--- src/rtl/block_emit_pkg.sv ---
// Shared definitions for the block token emitter: command codes, FSM states,
// word identifiers, ASCII constants and word lengths.
package block_emit_pkg;

  localparam logic [1:0] CMD_OPEN  = 2'b00;
  localparam logic [1:0] CMD_CLOSE = 2'b01;
  localparam logic [1:0] CMD_FILL  = 2'b10;
  localparam logic [1:0] CMD_FLUSH = 2'b11;

  typedef enum logic [1:0] {
    S_IDLE  = 2'd0,
    S_SEP   = 2'd1,
    S_CHAR  = 2'd2,
    S_FLUSH = 2'd3
  } state_e;

  typedef enum logic [1:0] {
    W_BEGIN = 2'd0,
    W_END   = 2'd1,
    W_X     = 2'd2
  } word_e;

  localparam logic [7:0] ASCII_SPACE = 8'h20;
  localparam logic [7:0] ASCII_X     = 8'h78;

  localparam logic [2:0] LEN_BEGIN = 3'd5;
  localparam logic [2:0] LEN_END   = 3'd3;
  localparam logic [2:0] LEN_X     = 3'd1;

  // Index of the final letter of a word.
  function automatic logic [2:0] word_last(input word_e w);
    case (w)
      W_BEGIN: return LEN_BEGIN - 3'd1;
      W_END:   return LEN_END - 3'd1;
      default: return LEN_X - 3'd1;
    endcase
  endfunction

endpackage

--- src/rtl/block_word_rom.sv ---
// Combinational letter lookup for the emitted keywords; optional uppercase
// conversion clears bit 5 (the ROM only ever yields letters).
module block_word_rom
  import block_emit_pkg::*;
(
  input  word_e      word,
  input  logic [2:0] idx,
  input  logic       upper,
  output logic [7:0] ch
);

  logic [7:0] lower;

  always_comb begin
    lower = 8'h00;
    case (word)
      W_BEGIN: begin
        case (idx)
          3'd0:    lower = 8'h62;
          3'd1:    lower = 8'h65;
          3'd2:    lower = 8'h67;
          3'd3:    lower = 8'h69;
          3'd4:    lower = 8'h6E;
          default: lower = 8'h00;
        endcase
      end
      W_END: begin
        case (idx)
          3'd0:    lower = 8'h65;
          3'd1:    lower = 8'h6E;
          3'd2:    lower = 8'h64;
          default: lower = 8'h00;
        endcase
      end
      W_X: begin
        lower = (idx == 3'd0) ? ASCII_X : 8'h00;
      end
      default: lower = 8'h00;
    endcase
    ch = upper ? (lower & 8'hDF) : lower;
  end

endmodule

--- src/rtl/block_token_emitter.sv ---
// Serialises OPEN/CLOSE/FILL/FLUSH commands into a well-formed begin/end
// character stream. Optional uppercase support: BLOCK_EMIT_CASE_EN.
module block_token_emitter
  import block_emit_pkg::*;
#(
  parameter int DEPTH_W = 4
) (
  input  logic               clk,
  input  logic               reset,
  input  logic               cmd_valid,
  input  logic [1:0]         cmd,
  input  logic               cmd_upper,
  output logic               cmd_ready,
  output logic [7:0]         out_char,
  output logic               out_valid,
  input  logic               out_ready,
  output logic [DEPTH_W-1:0] depth,
  output logic               balanced,
  output logic               err
);

  localparam logic [DEPTH_W-1:0] DEPTH_MAX = '1;
  localparam logic [DEPTH_W-1:0] DEPTH_ONE = DEPTH_W'(1);

  state_e             state_q, state_d;
  word_e              word_q, word_d;
  logic [2:0]         idx_q, idx_d;
  logic [DEPTH_W-1:0] depth_q, depth_d;
  logic               started_q, started_d;
  logic               flush_q, flush_d;
  logic               err_q, err_d;
  logic               balanced_q, balanced_d;
  logic               rom_upper;
  logic [7:0]         rom_char;

`ifdef BLOCK_EMIT_CASE_EN
  logic upper_q, upper_d;

  always_comb begin
    upper_d = upper_q;
    if (state_q == S_IDLE && cmd_valid) begin
      upper_d = cmd_upper;
    end
  end

  always_ff @(posedge clk or negedge reset) begin
    if (!reset) upper_q <= 1'b0;
    else        upper_q <= upper_d;
  end

  assign rom_upper = upper_q;
`else
  logic unused_cmd_upper;
  assign unused_cmd_upper = cmd_upper;
  assign rom_upper        = 1'b0;
`endif

  block_word_rom u_rom (
    .word  (word_q),
    .idx   (idx_q),
    .upper (rom_upper),
    .ch    (rom_char)
  );

  always_comb begin
    state_d   = state_q;
    word_d    = word_q;
    idx_d     = idx_q;
    depth_d   = depth_q;
    started_d = started_q;
    flush_d   = flush_q;
    err_d     = 1'b0;
    case (state_q)
      S_IDLE: begin
        if (cmd_valid) begin
          idx_d = 3'd0;
          case (cmd)
            CMD_OPEN: begin
              if (depth_q == DEPTH_MAX) begin
                err_d = 1'b1;
              end else begin
                depth_d = depth_q + DEPTH_ONE;
                word_d  = W_BEGIN;
                flush_d = 1'b0;
                state_d = started_q ? S_SEP : S_CHAR;
              end
            end
            CMD_CLOSE: begin
              if (depth_q == '0) begin
                err_d = 1'b1;
              end else begin
                depth_d = depth_q - DEPTH_ONE;
                word_d  = W_END;
                flush_d = 1'b0;
                state_d = started_q ? S_SEP : S_CHAR;
              end
            end
            CMD_FILL: begin
              word_d  = W_X;
              flush_d = 1'b0;
              state_d = started_q ? S_SEP : S_CHAR;
            end
            default: begin
              // FLUSH with nothing open is silently consumed.
              if (depth_q != '0) begin
                word_d  = W_END;
                flush_d = 1'b1;
                state_d = started_q ? S_SEP : S_FLUSH;
              end
            end
          endcase
        end
      end
      S_SEP: begin
        if (out_ready) state_d = flush_q ? S_FLUSH : S_CHAR;
      end
      S_CHAR: begin
        if (out_ready) begin
          if (idx_q == word_last(word_q)) begin
            state_d   = S_IDLE;
            started_d = 1'b1;
            idx_d     = 3'd0;
          end else begin
            idx_d = idx_q + 3'd1;
          end
        end
      end
      S_FLUSH: begin
        if (out_ready) begin
          if (idx_q == word_last(word_q)) begin
            // Each completed `end` closes one level; loop until none remain.
            started_d = 1'b1;
            idx_d     = 3'd0;
            depth_d   = depth_q - DEPTH_ONE;
            state_d   = (depth_q == DEPTH_ONE) ? S_IDLE : S_SEP;
          end else begin
            idx_d = idx_q + 3'd1;
          end
        end
      end
      default: state_d = S_IDLE;
    endcase
    balanced_d = (depth_d == '0) && (state_d == S_IDLE);
  end

  always_ff @(posedge clk or negedge reset) begin
    if (!reset) begin
      state_q    <= S_IDLE;
      word_q     <= W_X;
      idx_q      <= 3'd0;
      depth_q    <= '0;
      started_q  <= 1'b0;
      flush_q    <= 1'b0;
      err_q      <= 1'b0;
      balanced_q <= 1'b1;
    end else begin
      state_q    <= state_d;
      word_q     <= word_d;
      idx_q      <= idx_d;
      depth_q    <= depth_d;
      started_q  <= started_d;
      flush_q    <= flush_d;
      err_q      <= err_d;
      balanced_q <= balanced_d;
    end
  end

  always_comb begin
    out_char = 8'h00;
    case (state_q)
      S_SEP:           out_char = ASCII_SPACE;
      S_CHAR, S_FLUSH: out_char = rom_char;
      default:         out_char = 8'h00;
    endcase
  end

  assign cmd_ready = (state_q == S_IDLE);
  assign out_valid = (state_q != S_IDLE);
  assign depth     = depth_q;
  assign balanced  = balanced_q;
  assign err       = err_q;

endmodule

--- config.mk ---
export PLATFORM = sky130hd
export DESIGN_NAME = block_token_emitter
export DESIGN_NICKNAME = d
export VERILOG_FILES = /design/src/rtl/block_emit_pkg.sv /design/src/rtl/block_word_rom.sv /design/src/rtl/block_token_emitter.sv
export SDC_FILE = /design/constraint.sdc
export NUM_CORES = 1
export LEC_CHECK = 0
export ABC_AREA = 1
export BUFFER_PORTS_ARGS = -buffer_cell sky130_fd_sc_hd__buf_2
export CORE_MARGIN = 5
export CORE_UTILIZATION = 35
export CTS_CLUSTER_SIZE = 16
export DETAILED_ROUTE_END_ITERATION = 8
export MAX_ROUTING_LAYER = met4
export PLACE_DENSITY = 0.63
export SLEW_MARGIN = 30
export SYNTH_ARGS = -nofsm -noshare
export SYNTH_HDL_FRONTEND = slang
export SYNTH_SLANG_ARGS = --single-unit
--- constraint.sdc ---
create_clock -name clk -period 3.43 [get_ports clk]
set_input_delay 0 -clock clk [delete_from_list [all_inputs] [get_ports clk]]
set_output_delay 0 -clock clk [all_outputs]
set_load 0.01 [all_outputs]
======== Word-level counts from Yosys, hierarchy flattened ========
Cells that the tools add are included.
storage, ports and cells
  register bits ........................... 15
  input port bits ......................... 7
  output and inout bits ................... 16
  word-level logic and storage cells ...... 105
cells by class
  add/subtract/negate cells ............... 3
  equal/unequal tests ..................... 22
  multiplexer cells ....................... 55
  reduce and logical (&&, ||, !) cells .... 17
operator list
  operator             number
  $pmux 7 s5           1
  $mux 2               14
  $mux 3               8
  $pmux 8 s3           1
  $pmux 7 s3           1
  $mux 4               5
  $pmux 4 s2           2
  $pmux 8 s2           1
  $ne 2x2->1 const B   7
  $mux 1               13
  $pmux 2 s3           2
  $reduce_and 5->1     2
  $pmux 3 s3           1
  $eq 2x2->1 const B   4
  $logic_not 2->1      4
  $logic_not 4->1      2
  $pmux 2 s4           1
  $reduce_bool 4->1    2
  $mux 7               1
  $eq 2x1->1 const B   3
  $eq 3x2->1 const B   2
  $eq 3x3->1           2
  $pmux 3 s2           1
  $add 4x1->4 const B  1
  other kinds (14)     16

======== Longest topological paths before layout ========
Gate-level depths: netlist (run 1).
  word-level depth ........................ 10
  mapped depth ............................ 13
  depth with buffers taken out ............ 13

======== Cells and area by module ========
Synthesis (run 1) repeated with hierarchy kept, for this count alone.
second synthesis, totals
  cell total of the unflattened synthesis .. 254
  area total of the unflattened synthesis .. 1,592.8 µm²
by module, submodules not included
  module               instances  cells an instance  area an instance (µm²)  sequential area each (µm²)
  block_token_emitter  1          221                1,428.9                 377.9
  block_word_rom       1          33                 163.9                   0.0

======== Worst setup path after synthesis (run 1) ========
Ideal clock, no wire load.
  kind .................................... reg-to-reg
  start point ............................. register depth_q[0] (netlist: depth[0])
  end point ............................... register balanced_q (netlist: balanced)
  data arrival time ....................... 1,683 ps
  slack ................................... 1,683 ps
  cell stages (with the launch flop) ...... 12
  buffers on the path ..................... 0
  clock period less this slack ............ 1,747 ps
  cells stage by stage .................... dfrtp_1 -> clkinv_1 -> ha_1 -> nand2_1 -> nand2_1 -> nand3_1 -> nand3_1 -> a21oi_1 -> nand2_1 -> nand2_1 -> nand3_1 -> nor2_2
on the way
  cells in the longest elaborated chain, start to end .. 7
  elaborated cells on any way between the ends .. 25
  those cells by class .................... 2 x add/sub; 2 x eq/ne; 16 x mux; 5 x reduce/logical
RTL lines
  element                                             line                                                   source
  start: declaration                                  block_token_emitter.sv:28                              logic [DEPTH_W-1:0] depth_q, depth_d;
  start signal: assignment                            block_token_emitter.sv:160                             depth_q <= depth_d;
  $sub 4x1->4, or another cell as far along           block_token_emitter.sv:92, block_token_emitter.sv:134
  $mux 4, or another cell as far along                block_token_emitter.sv:89                              if (depth_q == '0) begin
  $pmux 4 s2, or another cell as far along            block_token_emitter.sv:77                              case (cmd)
  $mux 4, or another cell as far along                block_token_emitter.sv:75                              if (cmd_valid) begin
  $pmux 4 s2 or $pmux 2 s4 (tied branches)            block_token_emitter.sv:73                              case (state_q)
  $logic_not 4->1 or $logic_not 2->1 (tied branches)  block_token_emitter.sv:143                             balanced_d = (depth_d == '0) && (state_d == S_IDLE);
  $logic_and 1x1->1 (*)                               block_token_emitter.sv:143
  net balanced_d                                      block_token_emitter.sv:32                              logic balanced_q, balanced_d;
  end signal: assignment                              block_token_emitter.sv:164                             balanced_q <= balanced_d;
  end: declaration                                    block_token_emitter.sv:32
The timed path passes the listed nets; every way through them passes the cells marked *.
A chain may end at the register's enable or synchronous reset.

======== Worst setup path after layout (run 1) ========
Ends and elaborated chain as after synthesis.

==> results.yml, run 1 <==
cts:
  cts-resized-gates: 0
  h-tree-depth: 1
  clkLatencyLatePin_ns: 0.25
  clock_sinks: 15
  cts_tree: "done"
  cts_root_buffer: "clkbuf_8"
  numCtsBuffers: 3
  clk_pin_slew_ns: 0.06
  cts_buffer_depth: 2
sta:
  finalHoldViolCount: 0
  fin_crit_sh_pct: 60.6
  slew_violations: 0
  fin_tns_setup_ns: 0
  rsz0062_at_grt: "no"
  hold_slack_ns: 0.0179
  setup_violations: 0
  fmax_mhz: 481
  finClkSkew_ns: 0.00330
  fin_crit_ns: 2.08
setup_path:
  endpoint_kind: "flip-flop"
  cp_max_fo: 9
  path_cells: "clkinv_1, ha_1, nand2_1, nand2_1, nand3_1, nand3_1, a21oi_1, nand2_1, nand2_1, nand3_1, nor2_2"
  startpoint_type: "flip-flop"
  cp.required_ns: 3.62
  regToRegStartpoint: "depth[0]"
  arrival_ns: 2.27
  max_stage_delay_ns: 0.49
  startpoint: "depth[0]"
  criticalPathCategory: "reg -> reg"
  path_common_cell: "nand2_1"
  worst_path_dominant_cell_family: "simple AND/OR/NAND/NOR gates"
  cp_slowest_cell: "dfrtp_1"
  crit_buf_inv: 1
synthesis:
  yosysTopAreaCellShare_pct: 21.1
  yosysWarnings: 0
  synthArstFlopShare_pct: 100
  syn_nets: 260
  syn_inst: 241
  yosysUniqueCellTypes: 34
  synthTopCellsByArea: "dfrtp_1 21%, nand2_1 17%, ha_1 9.7%"
  syn_area_per_cell_sq_um: 6.41
  syn-cell-area_sq_um: 1550
  synth_flop_cell: "dfrtp_1"
  synth-seq-cells: 15
  yosysSeqAreaShare_pct: 24.5
  synth_edf_count: 0
  synth_area_leader_cell: "dfrtp_1"
cells_and_area:
  utilization_pct: 40.4
  fin_nets: 282
  diodes: 0
  area_growth_pct: 13.0
  final.fill_count: 487
  drive_above_1_share_pct: 17.2
  final_cell_mix: "69 x nand2_1, 33 x inv_1, 21 x nand3_1"
  final_area_sq_um: 1750
  final_common_cell: "nand2_1"
placed_design:
  place_area_sq_um: 1680
  gp_congestion: 0.888
  io_buffer_count: 20
  post-dp-hpwl_mm: 3.10
grt:
  grt_max_degree: 16
  gr-total-overflow: 0
  grt_pass1_vias: 1477
  grt_pass1_wl_mm: 6.71
  antenna_found_initial: 0
  grt_util_all_layers_pct: 14.0
pwr:
  peakVddDrop_v: 0.000447
  p_per_area_nw_per_um2: 937
  power.leakage_nw: 0.938
drt:
  wirelength_mm: 3.86
  drt_iter0_drc: 55
  drc: 0
  vias_per_cell: 4.94
  dr_total_vias: 1551
  postRouteAntennaNets: 0
  firstDrtPassIters: 4
  wire_per_inst_um: 12.3
floorplanning:
  die_w_um: 76.4
  die-area_sq_um: 5840
  core-area_sq_um: 4320
  num_rows: 24
  die_y_um: 76.4
  initial_core_util_pct: 35.7
  ios: 23
worst_hold_path:
  min-delay-start: "cmd[1]"
  hold_path.class: "in -> reg"
status:
  run_status: "complete, no violations"
flow_run:
  cap_violations: 0
==> routing by layer <==
metal  GRT usage, %  vias to the layer above  routed length, um
met5              -                        -                  0
met4           3.32                        0                 58
met3           3.07                        8                135
met2           22.9                       27               1830
met1           17.6                      707               1840
li1               -                      809                  -
==> worst min-delay path, stage by stage <==
cell and delay, ns:
buf_2 0.13, inv_1 0.07, o31ai_1 0.07
==> cell families after synthesis <==
kind of cell	after synthesis	share of synthesized area, %
AO/OA/AOI/OAI	36	12.5
flip-flops	15	24.5
AND/OR/NAND/NOR	133	39.8
XOR/XNOR	2	2.35
buffers and inverters	42	10.9
other	1	0.243
adder cells (fa/ha/maj)	12	9.72
==> power by group <==
| group | internal (mW) | leakage (nW) | switching, mW |
|---|---|---|---|
| registers | 0.257 | 0.184 | 0.107 |
| clock network | 0.0824 | 0.0228 | 0.0646 |
| logic | 0.410 | 0.731 | 0.714 |
==> layout make-up <==
type	count	area, sq um	area share (%)
timing repair buffer	22	120	6.88
sequential	15	378	21.6
multi-input combinational	184	998	57.2
tap	52	65.1	3.73
clock buffer	4	45.0	2.58
inverter	37	139	7.96
==> synthesized netlist by cell type, drive strengths merged, types with 2 or more instances <==
| library cell | count |
|---|---|
| dfrtp | 13 |
| nor2 | 21 |
| inv | 36 |
| nor3 | 5 |
| or2 | 3 |
| ha | 12 |
| dfstp | 2 |
| nand2 | 74 |
| a21oi | 16 |
| o21ai | 15 |
| nand4 | 5 |
| nand3 | 23 |
| buf | 4 |
==> final timing paths <==
| kind | to | slack (ns) | cells after the start |
|---|---|---|---|
| setup / recovery | balanced | 1.35 | 11 |
| hold / removal | word_q[1] | 0.02 | 3 |
| setup reg to reg | balanced | 1.35 | 11 |
| hold reg to reg | flush_q | 0.51 | 2 |
| max in group asynchronous | balanced | 2.93 | 2 |
| min in group asynchronous | idx_q[1] | 0.19 | 2 |
==> repair_timing <==
item | 4_1_cts | 5_1_grt
buffers inserted | 0 | 0
endpoints found under the hold margin | 16 | 0
hold buffers | 2 | 0
endpoints found under the setup margin | 0 | 0
==> flip-flops by register name (all words and copies together) (netlist names) <==
| name | count |
|---|---|
| depth | 4 |
| flush_q | 1 |
| state_q | 2 |
| err | 1 |
| idx_q | 3 |
| word_q | 2 |
| balanced | 1 |
| started_q | 1 |
==> through the flow <==
stage | cells | setup WS [ns] | power [mW]
final | 314 | 1.35 | 1.64
after global routing | 314 | 1.10 | 1.82
after CTS | 314 | 1.37 | 1.65
after detailed placement | 308 | 1.37 | 1.49
after global placement | 308 | 1.39 | 1.49
after floorplan | 241 | 1.68 | 1.21
Power figures use the tool's default switching activity.
==> run 2, diff against run 1 <==
Settings changed: PLACE_DENSITY 0.63 to 0.65.
Clock period 3.43 ns to 1.7 ns, I/O delays scaled along.
==> run 2 against run 1 <==
Against the previous run: the flow now finishes with violations (setup timing); die area stayed put; utilization is 9.5 points higher; combinational power grew to 2.8 times the previous value; sequential cell count is the same; clock power rose by 96%; sequential power rose by 97%; critical endpoint is now out_char[0].
==> results.yml, run 2 (synthesis results as in run 1) <==
status:
  run_status: "complete, but fails checks"
  violations: "setup timing"
drt:
  drc: 0
  vias_per_cell: 4.91
  wire_per_inst_um: 12.4
  postRouteAntennaNets: 0
  dr_total_vias: 1715
  firstDrtPassIters: 4
  wirelength_mm: 4.34
  drt_iter0_drc: 79
placed_design:
  io_buffer_count: 20
  place_ws_ns: 0.0297
  gp_congestion: 0.894
  post-dp-hpwl_mm: 3.23
floorplanning:
  num_rows: 24
  die_w_um: 76.4
  core-area_sq_um: 4320
  die-area_sq_um: 5840
  ios: 23
  die_y_um: 76.4
  initial_core_util_pct: 35.7
setup_path:
  cp_max_fo: 4
  path_cells: "buf_6, ha_4, inv_2, a21oi_2, buf_4, or2_4, a22oi_2, nor3_1, buf_2"
  crit_path_end: "out_char[0]"
  cp_slowest_cell: "dfrtp_1"
  cp_num_cells: 9
  arrival_ns: 1.76
  criticalPathCategory: "reg -> out"
  crit_buf_inv: 4
  worst_r2r_endpoint: "balanced"
  startpoint_type: "flip-flop"
  timing.reg2reg.setup_slack_ns: 0
  regToRegStartpoint: "word_q[1]"
  rr_worst_depth: 10
  worst_path_dominant_cell_family: "buffers and inverters"
  max_stage_delay_ns: 0.41
  cp.required_ns: 1.70
  startpoint: "idx_q[1]"
  endpoint_kind: "primary output"
cells_and_area:
  largest_register_ffs: 4
  drive_above_1_share_pct: 36.4
  diodes: 0
  final_common_cell: "nand2_1"
  area_growth_pct: 39.6
  fin_nets: 317
  final_cell_mix: "67 x nand2_1, 31 x buf_4, 24 x inv_1"
sta:
  hold_slack_ns: 0.0259
  fin_crit_sh_pct: 103
  fin_crit_ns: 1.76
  slew_violations: 0
  worst_slack_ns: -0.0562
  setup_violations: 3
  finalHoldViolCount: 0
  rsz0062_at_grt: "yes"
  finClkSkew_ns: 0.00185
  fmax_mhz: 569
grt:
  grt_pass1_vias: 1614
  grt_pass1_wl_mm: 7.14
  grt_util_all_layers_pct: 14.8
  antenna_found_initial: 0
  grt_max_degree: 16
  gr-total-overflow: 0
pwr:
  peakVddDrop_v: 0.000928
  power.leakage_nw: 1.12
  design_power_total_mw: 4.20
  p_per_area_nw_per_um2: 1950
cts:
  numCtsBuffers: 3
  clock_sinks: 15
  cts_tree: "done"
  h-tree-depth: 1
  clk_pin_slew_ns: 0.06
  cts_root_buffer: "clkbuf_8"
  cts_buffer_depth: 2
  clkLatencyLatePin_ns: 0.25
worst_hold_path:
  hold_path.class: "in -> reg"
flow_run:
  cap_violations: 0
## run 2: cell types whose count changed in the layout (fill, tap and decap cells not counted), sizes merged
cell	previous run	this run
buf	20	55
## run 2: worst min path at each step
stage	slack, ns	to	from	cells past startpoint
after floorplan	-0.30	depth[0]	reset	0
after global placement	-0.08	depth[3]	reset	1
after detailed placement	-0.07	depth[3]	reset	1
after CTS	0.02	word_q[1]	cmd[1]	3
after global routing	0.04	word_q[1]	cmd[1]	3
final	0.03	word_q[1]	cmd[1]	3
## run 2: tightest hold or removal path, cell delays in order
cell     delay, ns
buf_2         0.13
inv_1         0.07
o31ai_1       0.07
## run 2: layout make-up
type                            count  area [sq um]
Clock buffer                        4          45.0
Sequential cell                    15           382
Inverter                           37           148
Timing Repair Buffer               57           407
Tap cell                           52          65.1
Multi-Input combinational cell    184          1110
Fill cell                         422          2170
## run 2: routing by layer
layer  track usage, %  vias up  routed length, um
met4             2.97        0                 34
li1                 -      885                  -
met3             3.90        6                185
met5                -        -                  0
met2             25.4       42               2140
met1             17.5      782               1980
## run 2: through the flow
step | instances | cell area (sq um) | util (%) | TNS [ns]
global placement | 323 | 1790 | 41.5 | 0
detailed placement | 323 | 1790 | 41.5 | 0
CTS | 338 | 2020 | 46.6 | -0.178
finish | 349 | 2160 | 49.9 | -0.0916
floorplan | 241 | 1550 | - | 0
global route | 349 | 2160 | 49.9 | -0.824
## run 2: what timing repair did
| item | CTS | global route |
|---|---|---|
| setup buffers | 9 | 11 |
| resized for setup | 25 | 18 |
| hold endpoints to repair | 16 | 0 |
| pin swaps | 10 | 11 |
| hold buffers | 2 | 0 |
| endpoints found under the setup margin | 6 | 14 |
## run 2: power breakdown
part,internal (mW),leakage (nW),switching [mW],total (mW)
registers,0.524,0.180,0.193,0.716
clock network,0.166,0.0228,0.122,0.288
logic,1.44,0.913,1.75,3.19
total,2.13,1.12,2.07,4.20
==> run 3, diff against run 2 <==
Settings changed: CORE_UTILIZATION 35 to 52, PLACE_DENSITY 0.65 to 0.87.
==> run 3 against run 2 <==
Against the previous run: the flow still finishes with violations (setup timing); sequential cell count unchanged; clock power is 25% lower; sequential power up 4.6%; routed wire length rose by 5.6%; global-route usage up 7.4 points; utilization up 28 points; worst setup slack worse by 0.077 ns; cell area is 1.9% higher; total power rose by 2.4%; die area fell by 29%; fmax down 4.2%; worst hold slack better by 0.011 ns; critical path type unchanged.
==> results.yml, run 3 (synthesis results as in run 1) <==
status:
  run_status: "complete, but fails checks"
  violations: "setup timing"
grt:
  grt_util_all_layers_pct: 22.2
  gr-total-overflow: 0
  antenna_found_initial: 0
  grt_max_degree: 16
  grt_pass1_vias: 1691
  grt_pass1_wl_mm: 7.27
drt:
  wirelength_mm: 4.59
  dr_total_vias: 1807
  drc: 0
  wl_met1_mm: 1.82
  top_layer: "met4"
  drt_iter0_drc: 96
  firstDrtPassIters: 5
  postRouteAntennaNets: 0
  wl_met2_mm: 2.37
  wl_met3_um: 264
  wire_per_inst_um: 14.0
  vias_per_cell: 5.53
setup_path:
  max_stage_delay_ns: 0.41
  cp_max_fo: 3
  regToRegStartpoint: "word_q[1]"
  criticalPathCategory: "reg -> out"
  cp_slowest_cell: "dfrtp_1"
  crit_buf_inv: 2
  worst_path_dominant_cell_family: "flip-flops"
  startpoint_type: "flip-flop"
  path_cells: "buf_6, ha_2, ha_1, or2_4, a22oi_2, nor3_2, buf_2"
  arrival_ns: 1.83
  worst_r2r_endpoint: "balanced"
  timing.reg2reg.setup_slack_ns: -0.06
  rr_worst_depth: 11
  endpoint_kind: "primary output"
  cp_num_cells: 7
  cp.required_ns: 1.70
flow_run:
  cap_violations: 0
floorplanning:
  num_rows: 19
  die_y_um: 64.5
  die-area_sq_um: 4160
  core-area_sq_um: 2810
  initial_core_util_pct: 55.1
  ios: 23
  die_w_um: 64.5
cts:
  clock_sinks: 15
  cts_buffer_depth: 2
  h-tree-depth: 1
  clkLatencyLatePin_ns: 0.29
  cts_tree: "done"
  numCtsBuffers: 3
  clk_pin_slew_ns: 0.10
  cts_root_buffer: "clkbuf_4"
cells_and_area:
  final_cell_mix: "62 x nand2_1, 29 x buf_4, 23 x inv_1"
  largest_register_ffs: 4
  drive_above_1_share_pct: 41.6
  diodes: 0
  final.fill_count: 205
  fin_nets: 316
  final_common_cell: "nand2_1"
  final_cell_count_no_fill: 327
  area_growth_pct: 42.3
sta:
  worst_slack_ns: -0.134
  slew_violations: 0
  finClkSkew_ns: 0.00311
  hold_slack_ns: 0.0374
  fmax_mhz: 545
  finalHoldViolCount: 0
  fin_crit_ns: 1.83
  fin_crit_sh_pct: 108
  rsz0062_at_grt: "yes"
  setup_violations: 7
placed_design:
  post-dp-hpwl_mm: 3.06
  dp_cells: 301
  gp_congestion: 0.928
  io_buffer_count: 20
worst_hold_path:
  holdPathEnd: "word_q[1]"
  hold_path.class: "in -> reg"
  min_path_cells: 3
  min-delay-start: "cmd_valid"
pwr:
  p_per_area_nw_per_um2: 1950
  design_power_total_mw: 4.30
  peakVddDrop_v: 0.00133
  power.leakage_nw: 1.11
==> run 3: cell types whose count changed in the layout (fill, tap and decap cells not counted), moves of 3 or more <==
cell and delta:
nand2_1 -5, nand2_2 +4, clkbuf_4 +3, dfrtp_1 -3
dfrtp_2 +3, nor2_4 +4, clkbuf_8 -3
==> run 3: worst reg2reg max path, stage by stage, from the launching register on <==
cell	delay, ns
dfstp_2	0.63
inv_4	0.08
nand3_2	0.07
nand2_2	0.07
nor2_4	0.14
nand3_4	0.14
nand2_2	0.11
nand2_1	0.05
nand2_1	0.08
and2_4	0.16
nand3_2	0.07
nor2_2	0.10
==> run 3: final cells by class <==
cell class	instances	area [sq um]	share of cell area, %
Clock buffer	4	26.3	1.20
Inverter	37	153	6.94
Multi-Input combinational cell	184	1190	54.3
Sequential cell	15	385	17.5
Tap cell	31	38.8	1.76
Timing Repair Buffer	56	402	18.3
==> run 3: worst max-delay path by stage <==
stage | startpoint | end | slack [ns]
floorplan | depth[0] | balanced | 0.03
global placement | depth[1] | balanced | 0.05
detailed placement | depth[0] | balanced | 0.005
CTS | idx_q[1] | out_char[0] | -0.11
global route | idx_q[0] | out_char[0] | -0.16
finish | idx_q[0] | out_char[0] | -0.13
==> run 3: metal layers <==
layer | track usage (%) | vias to the layer above
met4 | 7.65 | 0
li1 | - | 879
met5 | - | -
met2 | 39.3 | 84
met3 | 2.76 | 20
met1 | 26.0 | 824
==> run 3: through the flow <==
| step | cell area (sq um) | setup slack (ns) | util, % | TNS, ns |
|---|---|---|---|---|
| floorplan | 1550 | 0.0348 | - | 0 |
| global placement | 1760 | 0.0504 | 62.8 | 0 |
| detailed placement | 1760 | 0.00474 | 62.8 | 0 |
| CTS | 1980 | -0.106 | 70.7 | -0.296 |
| global route | 2200 | -0.164 | 78.4 | -1.08 |
| finish | 2200 | -0.134 | 78.4 | -0.243 |
==> run 3: what timing repair did <==
| item | 4_1_cts | 5_1_grt |
|---|---|---|
| buffers inserted | 9 | 11 |
| pin swaps | 9 | 21 |
| gates resized for setup | 32 | 37 |
| hold buffers | 3 | 0 |
| hold endpoints to repair | 16 | 0 |
| endpoints found under the setup margin | 7 | 13 |
==> run 3: where the power goes <==
group	internal, mW	switching [mW]
sequential	0.529	0.219
clock	0.0912	0.123
combinational	1.45	1.88
